$ cat src/rtl/pipe_skid_reg.sv
// pipe_skid_reg: two-entry skid-buffered pipeline register for a
// {data lanes, control bundle, destination tag} payload.
// in_ready comes straight from a flop, so out_ready never reaches the
// upstream side combinationally.
// Optional build macro: PIPE_PERF_CNT_EN adds a saturating stall counter port.
module pipe_skid_reg #(
  parameter int unsigned DATA_W    = 32,
  parameter int unsigned NUM_LANES = 2,
  parameter int unsigned CTRL_W    = 2,
  parameter int unsigned TAG_W     = 5
) (
  input  logic                          clk,
  input  logic                          reset,
  input  logic                          flush,
  input  logic                          in_valid,
  output logic                          in_ready,
  input  logic [NUM_LANES*DATA_W-1:0]   in_data,
  input  logic [CTRL_W-1:0]             in_ctrl,
  input  logic [TAG_W-1:0]              in_tag,
  output logic                          out_valid,
  input  logic                          out_ready,
  output logic [NUM_LANES*DATA_W-1:0]   out_data,
  output logic [CTRL_W-1:0]             out_ctrl,
  output logic [TAG_W-1:0]              out_tag
`ifdef PIPE_PERF_CNT_EN
  ,
  output logic [15:0]                   perf_stall_cnt
`endif
);

  localparam int unsigned BUS_W = NUM_LANES * DATA_W;

  typedef enum logic [1:0] {
    S_EMPTY = 2'd0,
    S_ONE   = 2'd1,
    S_FULL  = 2'd2
  } state_t;

  state_t              state;
  logic [BUS_W-1:0]    skid_data;
  logic [CTRL_W-1:0]   skid_ctrl;
  logic [TAG_W-1:0]    skid_tag;

  logic                accept_c;
  logic                take_c;

  // Handshake qualifiers for both sides of the stage.
  assign accept_c = in_valid & in_ready;
  assign take_c   = out_valid & out_ready;

  // State, main (output) entry and skid entry; vacated entries are zeroed.
  always_ff @(posedge clk or negedge reset) begin
    if (!reset) begin
      state     <= S_EMPTY;
      in_ready  <= 1'b1;
      out_valid <= 1'b0;
      out_data  <= '0;
      out_ctrl  <= '0;
      out_tag   <= '0;
      skid_data <= '0;
      skid_ctrl <= '0;
      skid_tag  <= '0;
    end else if (flush) begin
      state     <= S_EMPTY;
      in_ready  <= 1'b1;
      out_valid <= 1'b0;
      out_data  <= '0;
      out_ctrl  <= '0;
      out_tag   <= '0;
      skid_data <= '0;
      skid_ctrl <= '0;
      skid_tag  <= '0;
    end else begin
      case (state)
        S_EMPTY: begin
          if (accept_c) begin
            state     <= S_ONE;
            out_valid <= 1'b1;
            out_data  <= in_data;
            out_ctrl  <= in_ctrl;
            out_tag   <= in_tag;
          end
        end
        S_ONE: begin
          if (accept_c && take_c) begin
            out_data <= in_data;
            out_ctrl <= in_ctrl;
            out_tag  <= in_tag;
          end else if (accept_c) begin
            state     <= S_FULL;
            in_ready  <= 1'b0;
            skid_data <= in_data;
            skid_ctrl <= in_ctrl;
            skid_tag  <= in_tag;
          end else if (take_c) begin
            state     <= S_EMPTY;
            out_valid <= 1'b0;
            out_data  <= '0;
            out_ctrl  <= '0;
            out_tag   <= '0;
          end
        end
        S_FULL: begin
          if (take_c) begin
            state     <= S_ONE;
            in_ready  <= 1'b1;
            out_data  <= skid_data;
            out_ctrl  <= skid_ctrl;
            out_tag   <= skid_tag;
            skid_data <= '0;
            skid_ctrl <= '0;
            skid_tag  <= '0;
          end
        end
        default: begin
          state     <= S_EMPTY;
          in_ready  <= 1'b1;
          out_valid <= 1'b0;
          out_data  <= '0;
          out_ctrl  <= '0;
          out_tag   <= '0;
          skid_data <= '0;
          skid_ctrl <= '0;
          skid_tag  <= '0;
        end
      endcase
    end
  end

`ifdef PIPE_PERF_CNT_EN
  // Saturating count of cycles the presented entry is back-pressured; flush does not clear it.
  always_ff @(posedge clk or negedge reset) begin
    if (!reset) begin
      perf_stall_cnt <= 16'h0000;
    end else if (out_valid && !out_ready && (perf_stall_cnt != 16'hFFFF)) begin
      perf_stall_cnt <= perf_stall_cnt + 16'd1;
    end
  end
`endif

endmodule

$ cat config.mk
export PLATFORM = sky130hd
export DESIGN_NAME = pipe_skid_reg
export DESIGN_NICKNAME = d
export VERILOG_FILES = /design/src/rtl/pipe_skid_reg.sv
export SDC_FILE = /design/constraint.sdc
export NUM_CORES = 1
export LEC_CHECK = 0
export CAP_MARGIN = 20
export CORE_MARGIN = 8
export CORE_UTILIZATION = 52
export DETAILED_ROUTE_END_ITERATION = 12
export GPL_TIMING_DRIVEN = 0
export PLACE_DENSITY_LB_ADDON = 0.2
export SYNTH_ARGS = -nofsm -noshare
export SYNTH_HDL_FRONTEND = slang
export SYNTH_SLANG_ARGS = --single-unit
$ cat constraint.sdc
create_clock -name clk -period 2.3 [get_ports clk]
set_input_delay 0.46 -clock clk [delete_from_list [all_inputs] [get_ports clk]]
set_output_delay 0.46 -clock clk [all_outputs]
set_load 0.005 [all_outputs]
==> results of run 1 <==
==> final timing paths <==
check | from | endpoint | depth (start not counted)
hold reg to reg | out_data[20] | out_data[20] | 2
setup / recovery | state[0] | out_data[63] | 6
hold / removal | reset | out_data[56] | 1
max in group asynchronous | reset | in_ready | 2
min in group clk | flush | state[0] | 2
setup reg to reg | state[0] | out_data[63] | 6
==> kinds of logic after synthesis <==
group                  count (synthesis)  synth area share
AO/OA/AOI/OAI                        294            0.2330
AND/OR/NAND/NOR                      230            0.1319
flip-flops                           146            0.4792
buffers and inverters                 99           0.06152
multiplexers                          71           0.09319
XOR/XNOR                               1          0.001149
==> flip-flops by register name (all words and copies together), names as in the netlist <==
| name | cells |
|---|---|
| state | 2 |
| out_data | 64 |
| skid_tag | 5 |
| in_ready | 1 |
| out_valid | 1 |
| skid_data | 64 |
| out_ctrl | 2 |
| out_tag | 5 |
| skid_ctrl | 2 |
==> cells in the mapped netlist, types with 2 or more instances <==
| master | n |
|---|---|
| sky130_fd_sc_hd__dfrtp_1 | 145 |
| sky130_fd_sc_hd__nand2_1 | 73 |
| sky130_fd_sc_hd__buf_4 | 3 |
| sky130_fd_sc_hd__clkbuf_1 | 64 |
| sky130_fd_sc_hd__buf_6 | 8 |
| sky130_fd_sc_hd__nor2b_1 | 3 |
| sky130_fd_sc_hd__buf_1 | 3 |
| sky130_fd_sc_hd__inv_1 | 4 |
| sky130_fd_sc_hd__o21ai_1 | 22 |
| sky130_fd_sc_hd__mux2i_1 | 71 |
| sky130_fd_sc_hd__a22oi_1 | 72 |
| sky130_fd_sc_hd__nand3_1 | 72 |
| sky130_fd_sc_hd__o22ai_1 | 73 |
| sky130_fd_sc_hd__clkbuf_4 | 2 |
| sky130_fd_sc_hd__nor2_1 | 74 |
| sky130_fd_sc_hd__a21oi_1 | 73 |
| sky130_fd_sc_hd__buf_2 | 14 |
| sky130_fd_sc_hd__o21ai_0 | 50 |
==> final cells by class <==
class	count	area, um2
buffer	95	455.4
clock buffer	20	446.7
clock inverter	11	161.4
fill	1181	4447
inverter	4	15.01
multi-input combinational	596	3513
sequential	146	3655
tap	184	230.2
timing repair buffer	148	1500
==> power by group through the flow <==
stage                     Sequential, mW  Combinational [mW]  Clock [mW]
after floorplan                     3.04                1.64           0
after global placement              3.05                2.76           0
after detailed placement            3.06                2.79           0
after CTS                           3.01                2.81        2.91
after global routing                3.05                3.09        3.04
final                               3.02                2.84        2.89
==> routing by layer <==
| layer | up-vias | global-route usage |
|---|---|---|
| met5 | - | 0 |
| met4 | 0 | 0.07182 |
| met3 | 39 | 0.06938 |
| met2 | 309 | 0.3863 |
| met1 | 3569 | 0.3273 |
| li1 | 3393 | - |
==> Flow_metrics.wiki, run 1 <==
{| class="wikitable"
! Metric !! Value
|-
| Final global-route overflow total || 0
|-
| Fraction of synthesized cell area taken by the top area cell type || 0.4758
|-
| Element type at the critical path end || flop
|-
| Pin count of the biggest net entering global routing || 94
|-
| Worst-path clk slew || 0.06 ns
|-
| Resized cells post-CTS || 0
|-
| Height of the die || 137.1 um
|-
| Cell with the largest stage delay on the worst path || sky130_fd_sc_hd__clkbuf_1
|-
| TNS Setup || 0 ns
|-
| Placed wire-length estimate after detailed placement || 15380 um
|-
| Result of the run || finished with violations
|-
| Proportion of synthesized chip area in sequential cells || 0.4792
|-
| RSZ-0062 raised after global routing || false
|-
| Layout Area Growth over Synthesis || 30.83%
|-
| Total setup violations reported at the end of the flow || 0
|-
| Cell mode on critical path || sky130_fd_sc_hd__clkbuf_1
|-
| Pins over their slew limit || 0
|-
| Via count of the first global-routing pass || 7115
|-
| Number of flops mapped to enable cells by yosys || 0
|-
| Met3 wirelength from detailed routing || 1826 um
|-
| Pin slew with the least headroom to its limit || 0.7085 ns
|-
| Root Buffer || sky130_fd_sc_hd__clkbuf_16
|-
| Clock group share of total power || 0.330
|-
| Startpoint type of the worst setup path || flop
|-
| Post-route total power || 8.740 mW
|-
| Minimum hold slack || -0.02629 ns
|-
| Iteration-0 DRC Markers || 803
|-
| Sequential fraction of design power || 0.345
|-
| Post-layout instance count excluding filler cells || 1204
|-
| Level count of the clock H-tree || 4
|-
| Series of cell instances along the critical path || buf_2 -> clkbuf_1 -> clkbuf_1 -> o22ai_1 -> a22oi_1 -> nor2_1
|-
| Final core utilization || 0.6917
|-
| Number of routed nets with antenna violations || 0
|-
| Total power per unit cell area || 876.0 nW/um2
|-
| VDD IR-drop max || 0.0005979 V
|-
| Path class of the lowest-slack min-delay path || primary input to asynchronous set/reset pin
|-
| Most used cells in the layout excluding fill and tap cells || sky130_fd_sc_hd__clkdlybuf4s50_1 (146), sky130_fd_sc_hd__dfrtp_1 (145), sky130_fd_sc_hd__nor2_1 (74)
|-
| Tmin final || 2.126 ns
|-
| I/O pin count || 149
|-
| Net count, final || 1084
|-
| Net switching power || 2.887 mW
|-
| Total of hold buffers inserted after clock tree synthesis || 0
|-
| Delay-heaviest family, CP || buffers and inverters
|-
| Final wirelength || 22960 um
|-
| Share of synthesized flip-flops with an asynchronous set or reset || 1.000
|-
| Antenna violations before repair || 0
|-
| Violations in the final reports || hold timing
|-
| Area of all placed cells without fillers || 9977 um2
|-
| Unique cell type count in the Yosys netlist || 33
|-
| Worst path bufs/invs || 3
|-
| Power share of the combinational group || 0.325
|-
| Via density || 6.071
|-
| Endpoints failing hold || 8
|-
| Leading cell type in the layout, fill and taps excluded || sky130_fd_sc_hd__clkdlybuf4s50_1
|-
| Post-Synthesis Cell Area || 7626 um2
|-
| Fraction of layout instances using a drive strength above 1 || 0.06569
|-
| Number of post-CTS setup repair buffers || 0
|-
| # Max-Cap Violations || 0
|-
| Amount of wire on met2 after detailed routing || 10920 um
|-
| Type of the setup path with the least slack || flop to flop
|-
| Endpoint required time on the critical path || 2.59 ns
|-
| Worst Setup Slack post-DPL || -0.2564 ns
|-
| Period utilization || 0.9242
|-
| Bufs on Longest Clock Path || 2
|-
| CORE AREA || 14420 um2
|-
| Area contributors post-synth || sky130_fd_sc_hd__dfrtp_1 (48%), sky130_fd_sc_hd__mux2i_1 (9.3%), sky130_fd_sc_hd__a22oi_1 (7.1%)
|-
| Area enclosed by the die boundary || 18800 um2
|-
| Count of synthesis-stage warnings from yosys || 0
|-
| Global router's overall resource usage || 0.2470
|-
| Flop and latch count out of synthesis || 146
|-
| Data arrival at the endpoint of the critical path || 2.42 ns
|-
| Leakage power total || 3.869 nW
|-
| Post-Syn Area per Cell || 9.068 um2
|-
| Wire length of the first global-routing pass || 36820 um
|-
| Fraction of power spent switching nets || 0.3303
|-
| Detailed-route via count || 7310
|-
| Starting density of the core || 0.5287
|-
| P_int || 5.853 mW
|-
| Final critical-path setup slack || 0.1744 ns
|-
| Clock latency of the later-clocked register in the worst-skew pair || 0.43 ns
|-
| Average wire length per cell after detail routing || 19.07 um
|-
| CTS Buf Count || 17
|-
| Highest routing layer actually used || met4
|-
| Width of the die || 137.1 um
|-
| Met1 layer wirelength in the final routing || 9850 um
|-
| Post-Syn Nets || 917
|-
| Longest individual stage delay on the worst path || 0.57 ns
|-
| Antenna Cells || 0
|-
| Clock Sinks || 146
|-
| Number of cells produced by synthesis || 841
|-
| Placed cell count || 1173
|-
| Remaining DRCs || 0
|-
| Routability Congestion || 0.8156
|-
| Placed cell area || 9356 um2
|-
| Maximum achievable frequency || 470.5 MHz
|-
| Register-to-Register Setup Slack || 0.17 ns
|-
| Worst relative slew slack || 0.5277
|-
| Main flop type after synthesis || sky130_fd_sc_hd__dfrtp_1
|-
| Port Buf Inserts || 147
|-
| Top fanout value on the critical path || 10
|-
| Row cnt || 44
|-
| Clock tree from TritonCTS || yes
|-
| Cell type with the highest aggregate area in the netlist || sky130_fd_sc_hd__dfrtp_1
|-
| Clock skew after layout || 0.008098 ns
|-
| Number of search-and-repair iterations in the first detailed-routing pass || 5
|}
Note: power is estimated with default switching activity, not from simulation.
==> inputs of run 2 (changes only) <==
--- a/config.mk
+++ b/config.mk
@@ -5,9 +5,10 @@
 export SDC_FILE = /design/constraint.sdc
 export NUM_CORES = 1
 export LEC_CHECK = 0
+export ABC_AREA = 1
 export CAP_MARGIN = 20
 export CORE_MARGIN = 8
-export CORE_UTILIZATION = 52
+export CORE_UTILIZATION = 51
 export DETAILED_ROUTE_END_ITERATION = 12
 export GPL_TIMING_DRIVEN = 0
 export PLACE_DENSITY_LB_ADDON = 0.2
==> constraint.sdc (replaced) <==
create_clock -name clk -period 2.19 [get_ports clk]
set_input_delay 0.438 -clock clk [delete_from_list [all_inputs] [get_ports clk]]
set_output_delay 0.438 -clock clk [all_outputs]
set_load 0.005 [all_outputs]
==> Flow_metrics.wiki, run 2 <==
{| class="wikitable"
! Metric !! Value
|-
| Post-Synthesis Cell Area || 6997 um2 (-8.3%)
|-
| Clock latency of the later-clocked register in the worst-skew pair || 0.42 ns (about the same)
|-
| Fraction of synthesized cell area taken by the top area cell type || 0.5186 (+0.04280)
|-
| Worst relative slew slack || 0.4646 (-0.06309)
|-
| Fraction of layout instances using a drive strength above 1 || 0.07062 (+0.004933)
|-
| Pins over their slew limit || 0 (unchanged)
|-
| Post-layout instance count excluding filler cells || 1327 (+10%)
|-
| Proportion of synthesized chip area in sequential cells || 0.5224 (+0.04311)
|-
| Minimum hold slack || 0.06511 ns (+0.09140 ns)
|-
| Number of inserted filler cells in the final layout || 1143 (-3.2%)
|-
| Global router's overall resource usage || 0.2167 (-0.03030)
|-
| Cell type with the highest aggregate area in the netlist || sky130_fd_sc_hd__dfrtp_1
|-
| Pin slew with the least headroom to its limit || 0.8032 ns (+0.09463 ns)
|-
| RSZ-0062 raised after global routing || false
|-
| Leading cell type in the layout, fill and taps excluded || sky130_fd_sc_hd__nand2_1
|-
| Total power per unit cell area || 1055 nW/um2 (+20%)
|-
| I/O pin count || 149 (unchanged)
|-
| Clock skew after layout || 0.008259 ns (+0.0001607 ns)
|-
| Number of routed nets with antenna violations || 0 (unchanged)
|-
| Worst Setup Slack post-DPL || -0.2566 ns (-0.0002160 ns)
|-
| Longest individual stage delay on the worst path || 0.36 ns (-0.21 ns)
|-
| Placed wire-length estimate after detailed placement || 12880 um (-16%)
|-
| Leakage power total || 4.894 nW (+26%)
|-
| Clock Sinks || 146 (unchanged)
|-
| Wire length of the first global-routing pass || 31360 um (-15%)
|-
| CTS Buf Count || 17 (unchanged)
|-
| Path class of the lowest-slack min-delay path || primary input to asynchronous set/reset pin
|-
| Worst path bufs/invs || 3 (unchanged)
|-
| Series of cell instances along the critical path || buf_2 -> nor2_4 -> nand3_1 -> nand3_2 -> nor2_4 -> buf_4 -> buf_4 -> nand2_1 -> nand2_1
|-
| Clock tree from TritonCTS || yes
|-
| Cell with the largest stage delay on the worst path || sky130_fd_sc_hd__dfrtp_1
|-
| Element type at the critical path end || flop
|-
| Delay-heaviest family, CP || simple AND/OR/NAND/NOR gates
|-
| Tmin final || 1.979 ns (-0.1462 ns)
|-
| Total of hold buffers inserted after clock tree synthesis || 0 (unchanged)
|-
| CORE AREA || 13670 um2 (-5.3%)
|-
| Post-Syn Nets || 1038 (+13%)
|-
| Result of the run || finished clean
|-
| Dominant cell by count in the synthesized netlist || sky130_fd_sc_hd__nand2_1
|-
| Top fanout value on the critical path || 10 (unchanged)
|-
| Length in cells of the worst reg-to-reg path || 9 (+3)
|-
| Bufs on Longest Clock Path || 2 (unchanged)
|-
| Via density || 5.134 (-15%)
|-
| Post-Syn Area per Cell || 7.273 um2 (-20%)
|-
| Share of synthesized flip-flops with an asynchronous set or reset || 1.000 (unchanged)
|-
| Port Buf Inserts || 148 (+0.68%)
|-
| Row cnt || 43 (-2.3%)
|-
| Startpoint type of the worst setup path || flop
|-
| Worst-path clk slew || 0.06 ns (about the same)
|-
| Level count of the clock H-tree || 4 (unchanged)
|-
| Antenna violations before repair || 0 (unchanged)
|-
| Post-route total power || 9.889 mW (+13%)
|-
| Net count, final || 1210 (+12%)
|-
| Pin count of the biggest net entering global routing || 87 (-7.4%)
|-
| Average wire length per cell after detail routing || 14.38 um (-25%)
|-
| Starting density of the core || 0.5120 (-0.01672)
|-
| Final critical-path setup slack || 0.2106 ns (+0.03617 ns)
|-
| Width of the die || 133.1 um (-2.9%)
|-
| Antenna Cells || 0 (unchanged)
|-
| Detailed-route via count || 6813 (-6.8%)
|-
| Total setup violations reported at the end of the flow || 0 (unchanged)
|-
| Unique cell type count in the Yosys netlist || 19 (-42%)
|-
| VDD IR-drop max || 0.0007838 V (+31%)
|-
| # Max-Cap Violations || 0 (unchanged)
|-
| Root Buffer || sky130_fd_sc_hd__clkbuf_16
|-
| Register-to-Register Setup Slack || 0.21 ns (+0.04 ns)
|-
| Remaining DRCs || 0 (unchanged)
|-
| Area contributors post-synth || sky130_fd_sc_hd__dfrtp_1 (52%), sky130_fd_sc_hd__nand2_1 (31%), sky130_fd_sc_hd__nand3_1 (11%)
|-
| Period utilization || 0.9038 (-0.02033)
|-
| Number of cells produced by synthesis || 962 (+14%)
|-
| Via count of the first global-routing pass || 6422 (-9.7%)
|-
| Placed cell count || 1291 (+10%)
|-
| Iteration-0 DRC Markers || 580 (-28%)
|-
| Routability Congestion || 0.8125 (-0.38%)
|-
| Height of the die || 133.1 um (-2.9%)
|-
| Final wirelength || 19090 um (-17%)
|-
| Data arrival at the endpoint of the critical path || 2.29 ns (-0.13 ns)
|-
| Flop and latch count out of synthesis || 146 (unchanged)
|-
| Maximum achievable frequency || 505.2 MHz (+7.4%)
|-
| Top Registers || out_data (64), skid_data (64)
|-
| Endpoints failing hold || 0 (-8)
|-
| Total area of sequential cells || 3655 um2 (unchanged)
|-
| Number of flops mapped to enable cells by yosys || 0 (unchanged)
|-
| Most used cells in the layout excluding fill and tap cells || sky130_fd_sc_hd__nand2_1 (582), sky130_fd_sc_hd__nand3_1 (147), sky130_fd_sc_hd__clkdlybuf4s50_1 (147)
|-
| Area enclosed by the die boundary || 17720 um2 (-5.7%)
|-
| Type of the setup path with the least slack || flop to flop
|-
| Count of synthesis-stage warnings from yosys || 0 (unchanged)
|-
| Most instantiated cells after synthesis || sky130_fd_sc_hd__nand2_1 (582), sky130_fd_sc_hd__nand3_1 (147), sky130_fd_sc_hd__dfrtp_1 (145)
|-
| Layout Area Growth over Synthesis || 34.03%
|-
| Area of the multi-input gates || 3039 um2 (-13%)
|-
| Final global-route overflow total || 0 (unchanged)
|-
| Main flop type after synthesis || sky130_fd_sc_hd__dfrtp_1
|-
| Number of search-and-repair iterations in the first detailed-routing pass || 5 (unchanged)
|-
| Endpoint required time on the critical path || 2.50 ns (-0.09 ns)
|-
| Path length in cells of the critical path || 9 (+3)
|}
[run 2: worst paths after layout]
kind	start	end
max	state[0]	out_tag[4]
min	reset	out_data[41]
max reg2reg	state[0]	out_tag[4]
min reg2reg	skid_data[33]	skid_data[33]
max in group asynchronous	reset	out_data[5]
min in group clk	skid_data[33]	skid_data[33]
[run 2: per-layer routing]
| metal | GRT usage | share of wire |
|---|---|---|
| met4 | 0.06488 | 0.012 |
| met2 | 0.3500 | 0.47 |
| met1 | 0.2722 | 0.44 |
| met5 | 0 | 0 |
| met3 | 0.07003 | 0.075 |
[run 2: timing repair]
| item | 4_1_cts | 5_1_grt |
|---|---|---|
| endpoints found under the setup margin | 0 | 32 |
| buffers inserted | 0 | 4 |
| gates resized for setup | 0 | 1 |
| hold endpoints to repair | 0 | 0 |
[run 2: through the flow]
| step | utilization | area [um2] | TNS [ns] |
|---|---|---|---|
| detailed placement | 0.6390 | 8732 | -15.55 |
| global placement | 0.6369 | 8703 | -761.31 |
| CTS | 0.6838 | 9345 | 0 |
| finish | 0.6862 | 9378 | 0 |
| global route | 0.6862 | 9378 | 0 |
| floorplan | - | 6997 | 0 |
[run 2: where the power goes]
group / switching [mW] / total (mW) / leakage [nW] / internal, mW
clock network: 1.15 / 3.00 / 0.287 / 1.85
registers: 0.322 / 3.62 / 1.96 / 3.30
logic: 1.76 / 3.27 / 2.65 / 1.51
[run 2: layout make-up]
class | count | area share
sequential | 146 | 0.3897
multi-input combinational | 749 | 0.3241
timing repair buffer | 153 | 0.1642
clock buffer | 19 | 0.04830
buffer | 57 | 0.02855
tap | 180 | 0.02402
clock inverter | 13 | 0.01708
inverter | 10 | 0.004003
[run 2: logic make-up (layout without fill, tap and decap cells)]
group | count (synthesis) | in the layout | synth area share
buffers and inverters | 67 | 252 | 0.04363
flip-flops | 146 | 146 | 0.5224
AO/OA/AOI/OAI | 3 | 3 | 0.002503
AND/OR/NAND/NOR | 746 | 746 | 0.4315
[run 2: worst register-to-register path, delay by kind of cell, from the launching register on]
kind | cells | cell delay, ns
simple gates | 6 | 1.01
buf+inv | 3 | 0.50
flops | 1 | 0.36
==> inputs of run 3 (changes only) <==
--- a/config.mk
+++ b/config.mk
@@ -11,6 +11,7 @@
 export CORE_UTILIZATION = 51
 export DETAILED_ROUTE_END_ITERATION = 12
 export GPL_TIMING_DRIVEN = 0
+export HOLD_SLACK_MARGIN = 0.02
 export PLACE_DENSITY_LB_ADDON = 0.2
 export SYNTH_ARGS = -nofsm -noshare
 export SYNTH_HDL_FRONTEND = slang
==> results of run 3 <==
Same layout as run 2: the final DEF is identical, and so are final timing and power.
